## src/rtl/lii_wrr_arbiter.sv

```systemverilog
// Weighted round-robin arbiter with multi-beat packet locking for a router output port.
// Grant is combinational from registered rotation/lock state; state moves only on accepted beats.
module lii_wrr_arbiter #(
    parameter int N       = 4,
    parameter int WW      = 4,
    parameter bit LOCK_EN = 1'b1,
    localparam int PW     = $clog2(N)
) (
    input  logic            clk,
    input  logic            rst,
    input  logic [N-1:0]    req,
    input  logic [N-1:0]    req_last,
    input  logic [N*WW-1:0] weight,
    input  logic            accept,
    output logic [N-1:0]    gnt,
    output logic            gnt_v,
    output logic [PW-1:0]   gnt_idx,
    output logic            locked
);
    typedef enum logic {UNLOCKED = 1'b0, LOCKED = 1'b1} lock_e;

    lock_e          lock_st, lock_nx;
    logic [PW-1:0]  ptr, ptr_nx, lock_idx, lock_idx_nx;
    logic [WW-1:0]  cnt, cnt_nx;
    logic [PW-1:0]  win, ptr_inc;
    logic           found, xfer, done;
    logic [WW-1:0]  w_raw, w_eff;

    // Circular scan from ptr; descending k so the closest requester to the head wins.
    always_comb begin
        int idx;
        idx   = 0;
        win   = '0;
        found = 1'b0;
        for (int k = N-1; k >= 0; k--) begin
            idx = int'(ptr) + k;
            if (idx >= N) idx = idx - N;
            if (req[idx]) begin
                win   = PW'(idx);
                found = 1'b1;
            end
        end
    end

    always_comb begin
        gnt     = '0;
        gnt_idx = '0;
        if (!rst) begin
            if (lock_st == LOCKED) begin
                if (req[lock_idx]) begin
                    gnt[lock_idx] = 1'b1;
                    gnt_idx       = lock_idx;
                end
            end else if (found) begin
                gnt[win] = 1'b1;
                gnt_idx  = win;
            end
        end
    end

    assign gnt_v = |gnt;

    // Also flags the opening beat of a multi-beat packet, before the lock register is set.
    assign locked = !rst && ((lock_st == LOCKED) || (gnt_v && LOCK_EN && !req_last[gnt_idx]));

    assign w_raw   = weight[int'(gnt_idx)*WW +: WW];
    assign w_eff   = (w_raw == '0) ? WW'(1) : w_raw;
    assign ptr_inc = (gnt_idx == PW'(N-1)) ? '0 : gnt_idx + PW'(1);
    assign xfer    = gnt_v && accept;
    assign done    = xfer && (!LOCK_EN || req_last[gnt_idx]);

    always_comb begin
        lock_nx     = lock_st;
        lock_idx_nx = lock_idx;
        ptr_nx      = ptr;
        cnt_nx      = cnt;
        if (done) begin
            lock_nx = UNLOCKED;
            if (gnt_idx == ptr) begin
                if ((WW+1)'(cnt) + (WW+1)'(1) < (WW+1)'(w_eff)) begin
                    cnt_nx = cnt + WW'(1);
                end else begin
                    ptr_nx = ptr_inc;
                    cnt_nx = '0;
                end
            end else if (w_eff > WW'(1)) begin
                // Idle head was skipped: the winner takes over the head, one packet already served.
                ptr_nx = gnt_idx;
                cnt_nx = WW'(1);
            end else begin
                ptr_nx = ptr_inc;
                cnt_nx = '0;
            end
        end else if (xfer) begin
            lock_nx     = LOCKED;
            lock_idx_nx = gnt_idx;
        end
    end

    always_ff @(posedge clk) begin
        if (rst) begin
            lock_st  <= UNLOCKED;
            lock_idx <= '0;
            ptr      <= '0;
            cnt      <= '0;
        end else begin
            lock_st  <= lock_nx;
            lock_idx <= lock_idx_nx;
            ptr      <= ptr_nx;
            cnt      <= cnt_nx;
        end
    end
endmodule

```

## config.mk

```make
export PLATFORM = sky130hd
export DESIGN_NAME = lii_wrr_arbiter
export DESIGN_NICKNAME = d
export VERILOG_FILES = /design/src/rtl/lii_wrr_arbiter.sv
export SDC_FILE = /design/constraint.sdc
export NUM_CORES = 1
export LEC_CHECK = 0
export CAP_MARGIN = 20
export CORE_MARGIN = 5
export CORE_UTILIZATION = 49
export CTS_BUF_LIST = sky130_fd_sc_hd__clkbuf_16
export DETAILED_ROUTE_END_ITERATION = 12
export PLACE_DENSITY = 0.86
export SYNTH_ARGS = -nofsm -noshare
export SYNTH_HDL_FRONTEND = slang
export SYNTH_SLANG_ARGS = --single-unit
```

## constraint.sdc

```tcl
create_clock -name clk -period 9.15 [get_ports clk]
set_input_delay 1.83 -clock clk [delete_from_list [all_inputs] [get_ports clk]]
set_output_delay 1.83 -clock clk [all_outputs]
set_load 0.005 [all_outputs]
```

Word level (Yosys, flattened, before mapping)
Index checks and enable logic that the tools add are counted.
{ "word_totals": {"ff_bits": 9, "input_bits": 27, "output_inout_bits": 8, "elab_cells": 96} }
{ "classes": {"addsub": 10, "order_cmp": 15, "n_eq_ne": 3, "shift": 1, "muxes": 48, "bitwise_logic": 1, "reduce_logical": 14} }
{ "op_table": {"columns": ["operator", "n"], "rows": [
  ["32-bit by 4-bit less-than comparator with 1-bit output (second input constant)", 4],
  ["32-bit two-way mux", 4],
  ["4-bit two-way mux", 7],
  ["2-bit two-way mux", 12],
  ["1-bit two-way mux", 17],
  ["16-bit by 5-bit variable part select with 4-bit output", 1],
  ["1-bit binary-select mux with 2-bit select", 6],
  ["3-bit by 3-bit subtractor with 4-bit output (second input constant)", 3],
  ["3-bit >= comparator (second input constant)", 3],
  ["2-bit by 3-bit less-than comparator with 1-bit output (second input constant)", 3],
  ["2-bit by 2-bit adder with 3-bit output (second input constant)", 2],
  ["1-bit logical AND", 6],
  ["4-bit by 1-bit adder with 5-bit output (second input constant)", 1],
  ["5-bit by 4-bit less-than comparator with 1-bit output", 1],
  ["4-bit by 1-bit adder with 4-bit output (second input constant)", 1],
  ["1-bit demux with 2-bit select", 2],
  ["2-bit by 1-bit >= comparator with 1-bit output (second input constant)", 2],
  ["4-bit by 1-bit > comparator with 1-bit output (second input constant)", 1],
  ["4-bit zero test", 1],
  ["2-bit AND reduction", 2],
  ["4-bit OR reduction", 1],
  ["2-bit by 3-bit subtractor with 4-bit output (second input constant)", 1],
  ["2-bit by 1-bit adder with 3-bit output (second input constant)", 1],
  ["2-bit by 3-bit >= comparator with 1-bit output (second input constant)", 1],
  ["8 further kinds", 9]
]} }

Logic depth before layout (Yosys ltp)
{ "depth": {"word_depth": 22, "depth_mapped": 16, "ltp_nobuf": 15} }

Worst setup path before layout
Ideal clock, no wire load.
{ "synth_timing": {"kind": "input to output", "start": "input req[0]", "end": "output locked", "arrival_time_ns": 3.377, "required_time_ns": 7.320, "slack_ns": 3.943, "cell_stages": 8, "path_buffers": 1, "cell_sequence": "nor2b_1 -> or4_1 -> a31o_1 -> buf_6 -> mux2i_1 -> mux2_2 -> a21oi_1 -> nor2_1"} }
{ "synth_between": {"elab_chain_len": 18, "elab_cells_between_ends": 42, "classes_between": "order compare (2); mux (34); reduce/logical (6)"} }
{ "synth_rtl": {"columns": ["item", "line", "source"], "rows": [
  ["start, declared", "11", "input logic [N-1:0] req,"],
  ["1-bit binary-select mux with 2-bit select", "38", "if (req[idx]) begin"],
  ["1-bit two-way mux (not written as such) (2 in a row)", "38", null],
  ["2-bit two-way mux (4 in a row)", "38", null],
  ["2-bit by 3-bit less-than comparator with 1-bit output (not written as such) / 2-bit by 1-bit >= comparator with 1-bit output (equally long branches)", "55", "gnt[win] = 1'b1;"],
  ["1-bit logical AND (not written as such)", "55", null],
  ["1-bit two-way mux (not written as such)", "55", null],
  ["1-bit demux with 2-bit select", "55", null],
  ["4-bit two-way mux", "54", "end else if (found) begin"],
  ["4-bit two-way mux", "49", "if (lock_st == LOCKED) begin"],
  ["4-bit two-way mux", "48", "if (!rst) begin"],
  ["4-bit OR reduction", "61", "assign gnt_v = |gnt;"],
  ["1-bit logical AND *", "64", "assign locked = !rst && ((lock_st == LOCKED) || (gnt_v && LOCK_EN && !req_last[gnt_idx]));"],
  ["1-bit logical OR *", "64", null],
  ["1-bit logical AND *", "64", null],
  ["end, declared", "18", "output logic locked"]
]} }
Mark *: on every way between the ends. The rest lies on a longest branch, timed or not. The select of a mux whose other input is x is not followed.

Worst setup path after layout
{ "layout_timing": {"start": "input req[1]", "end": "output locked"} }
Same word-level chain as after synthesis.

==> key figures <==
Status
  • Status: completed

Clock network
  • Worst-Skew Late Latency: 230 ps
  • Num CTS Buffers: 3
  • # resized after CTS: 0
  • Root Buffer: clkbuf_16
  • Worst-path clk slew: 40 ps
  • # hold bufs at CTS: 0
  • Post-CTS setup buffer count: 0
  • CTS tree: built
  • Maximum clock path buffer count: 2
  • H-tree depth: 1
  • Sink Count: 9

Power
  • Max VDD drop: 0.118 mV
  • Static Leak: 0.602 nW
  • Design Power: a little under 0.2 mW
  • Total power per unit cell area: 130 nW/um^2

Synth
  • Compound-cell area share of the yosys netlist: between 20% and 30%
  • Ys flop type: dfxtp_1
  • Largest family of logic cells by synthesized area: simple AND/OR/NAND/NOR gates
  • Synth Area in Simple Gates: a little over a third
  • Yosys reg bits: 9
  • Synth Area in Adders: approximately 4.7%
  • Post-synthesis sequential area ratio: 16.9%
  • Post-synth top cells: 16 x nand2_1, 16 x nor2_1, 9 x dfxtp_1
  • Syn_nets: 179
  • Post-Synth XOR/XNOR Area: 4.94%
  • Biggest area consumer among synthesized cells: dfxtp_1
  • Post-synth cell types: 46
  • Synth Warn #: 0
  • Ys async rst share: 0%
  • Post-synthesis cell area: 1060 sq um
  • Syn Inst Count: between 100 and 150
  • Area fraction of the dominant cell type after synthesis: between 15 and 20%
  • Top post-synthesis cells by area: dfxtp_1 17%, mux2i_1 7.5%, nand2_1 5.6%, nor2_1 5.6%, ha_1 4.7%
  • Mux contribution to synthesized area: 10.7%
  • EDFF count, synth: 0
  • Syn Area/Cell: ~7 sq um

Placement
  • Gp weighted congestion: a little over 0.9
  • Buffers on Ports: 34
  • HPWL after detailed placement: 2.37 mm
  • Placed instance count: 203
  • Area of placed instances: 1410 sq um

Cells and area
  • Final nets: 212
  • Synth-to-Final Area Change: 39.4%
  • Share of post-route cells with drive strength above 1: 6.67%
  • Diode count: 0
  • Design area: 1480 sq um
  • Non-Filler Instances: 207

GRT
  • Total grt overflow: 0
  • GRT busiest layer: met2
  • Met2 usage: about 36%
  • Gr usage total: around a fifth
  • Global routing usage on met1: 24.0%
  • Initial antenna violation count: 0
  • First-pass GRT wire length: ~5.5 mm
  • Vias in the first global route: 1209
  • Largest net degree at the start of global routing: 16
  • Global routing usage on met3: 4.82%

Critical path
  • Critical Path AT: around 4700 ps
  • R2r endpoint: cnt[1]$_SDFFE_PP0P_
  • Critical Path Source Type: input pin
  • CP Max Fanout: 15
  • Worst R2R Start: lock_idx[1]$_SDFFE_PP0P_
  • Crit Path Class: input pin to output port
  • Worst EP required: 7320 ps
  • Flop2flop setup slack: ~5700 ps
  • CP Capture Type: output port
  • Worst reg2reg path depth: 14

STA
  • RSZ-0062 raised after global routing: false
  • Tightest Pin Transition: 617 ps
  • Clock Skew: 0.544 ps
  • Minimum clock period: 6520 ps
  • Worst relative slew slack: 58.9%
  • Final critical-path share of the clock period: 71.2%
  • Setup violators final: 0
  • Highest Clock Rate: approximately 0.15 GHz
  • Fin. max-slew vios: 0
  • Final Hold Viols: 0
  • Setup TNS: 0 ps

Min path
  • Hold Crit Class: flip-flop to flip-flop
  • Hold endpoint: ptr[1]$_SDFFE_PP0P_
  • Worst hold start: ptr[1]$_SDFFE_PP0P_
  • Hold Crit Depth: 2

Routing
  • DR vias: 1186
  • Final ANT Viol Nets: 0
  • DRC violations left: 0
  • Wirelength per Cell: approximately 15 um
  • Final wirelength: 3.05 mm
  • Pre-antenna DRT Iters: 4
  • Via-per-instance ratio: 5.73
  • DRT iter0 DRCs: 54

Die
  • Die width: 56.6 um
  • Initial Util: 52.7%
  • Top-Level Pins: 35
  • Height of the die: 56.6 um
  • Cell row count: 16
  • Area of the die: 3210 sq um
  • CORE AREA: 2020 sq um

Job
  • Max-cap viol count: 0
[metal layers]
metal | up-vias | wire [um]
met1 | 525 | 1230
met5 | - | 0
li1 | 598 | -
met3 | 9 | 226
met4 | 0 | 81
met2 | 54 | 1510
[registers in the layout (all words and copies together) (netlist names)]
signal and flops:
lock_idx 2, lock_st 1, ptr 2, cnt 4
[layout make-up]
type,instances,area (sq um)
multi-input cells,127,826
fillers,183,538
repair buffers,34,340
flip-flops and latches,9,180
clock buffers,3,75.1
well taps,27,33.8
inverters,6,25.0
clock inverters,1,3.75
[worst max-delay path, stage by stage]
cell,delay (ps)
clkdlybuf4s50_1,580
nor2_1,110
or4_1,530
a31o_1,440
mux2i_1,310
mux2_2,210
a21oi_1,60
nor2_1,100
clkdlybuf4s50_1,510
[kinds of logic (layout without fill, tap and decap cells)]
kind of cell             count (synthesis)  after routing
buffers and inverters                   12             44
multiplexers                            10             10
AO/OA/AOI/OAI                           33             33
XOR/XNOR                                 6              6
AND/OR/NAND/NOR                         74             74
adder cells (fa/ha/maj)                  4              4
flip-flops                               9              9
[worst max path at each step]
stage	from	endpoint	depth (start not counted)
floorplan	req[0]	locked	8
global placement	req[1]	locked	9
detailed placement	req[1]	locked	9
CTS	req[1]	locked	9
global route	req[1]	locked	9
finish	req[1]	locked	9
[through the flow]
step / worst slack (ps) / util (%) / hold WS [ps]
3_5_place_dp: 2640 / 69.5 / 546
5_1_grt: 2460 / 73.4 / 569
4_1_cts: 2630 / 73.4 / 543
6_report: 2630 / 73.4 / 543
3_3_place_gp: 2720 / 69.5 / 536
2_1_floorplan: 3940 / - / 508
[layout by cell type, fill, tap and decap left out, drive strengths merged, types with 2 or more instances in the layout]
master          n
o21ai           6
o22ai           2
xor2            3
nand2b          7
o21a            3
a21oi           5
a211oi          3
nand2          16
or4             3
nand3           8
or2             2
ha              4
clkdlybuf4s50  34
nand4           3
a31oi           2
o22a            2
nor2           16
xnor2           3
nor3            7
a22oi           2
clkbuf          3
mux2i           9
o211ai          3
dfxtp           9
nor2b           6
inv             7
[report_power, final]
group          switching, mW  total (mW)  internal (mW)
sequential           0.00420      0.0458         0.0416
combinational         0.0359      0.0727         0.0368
clock                 0.0174      0.0743         0.0569
Power figures use the tool's default switching activity.
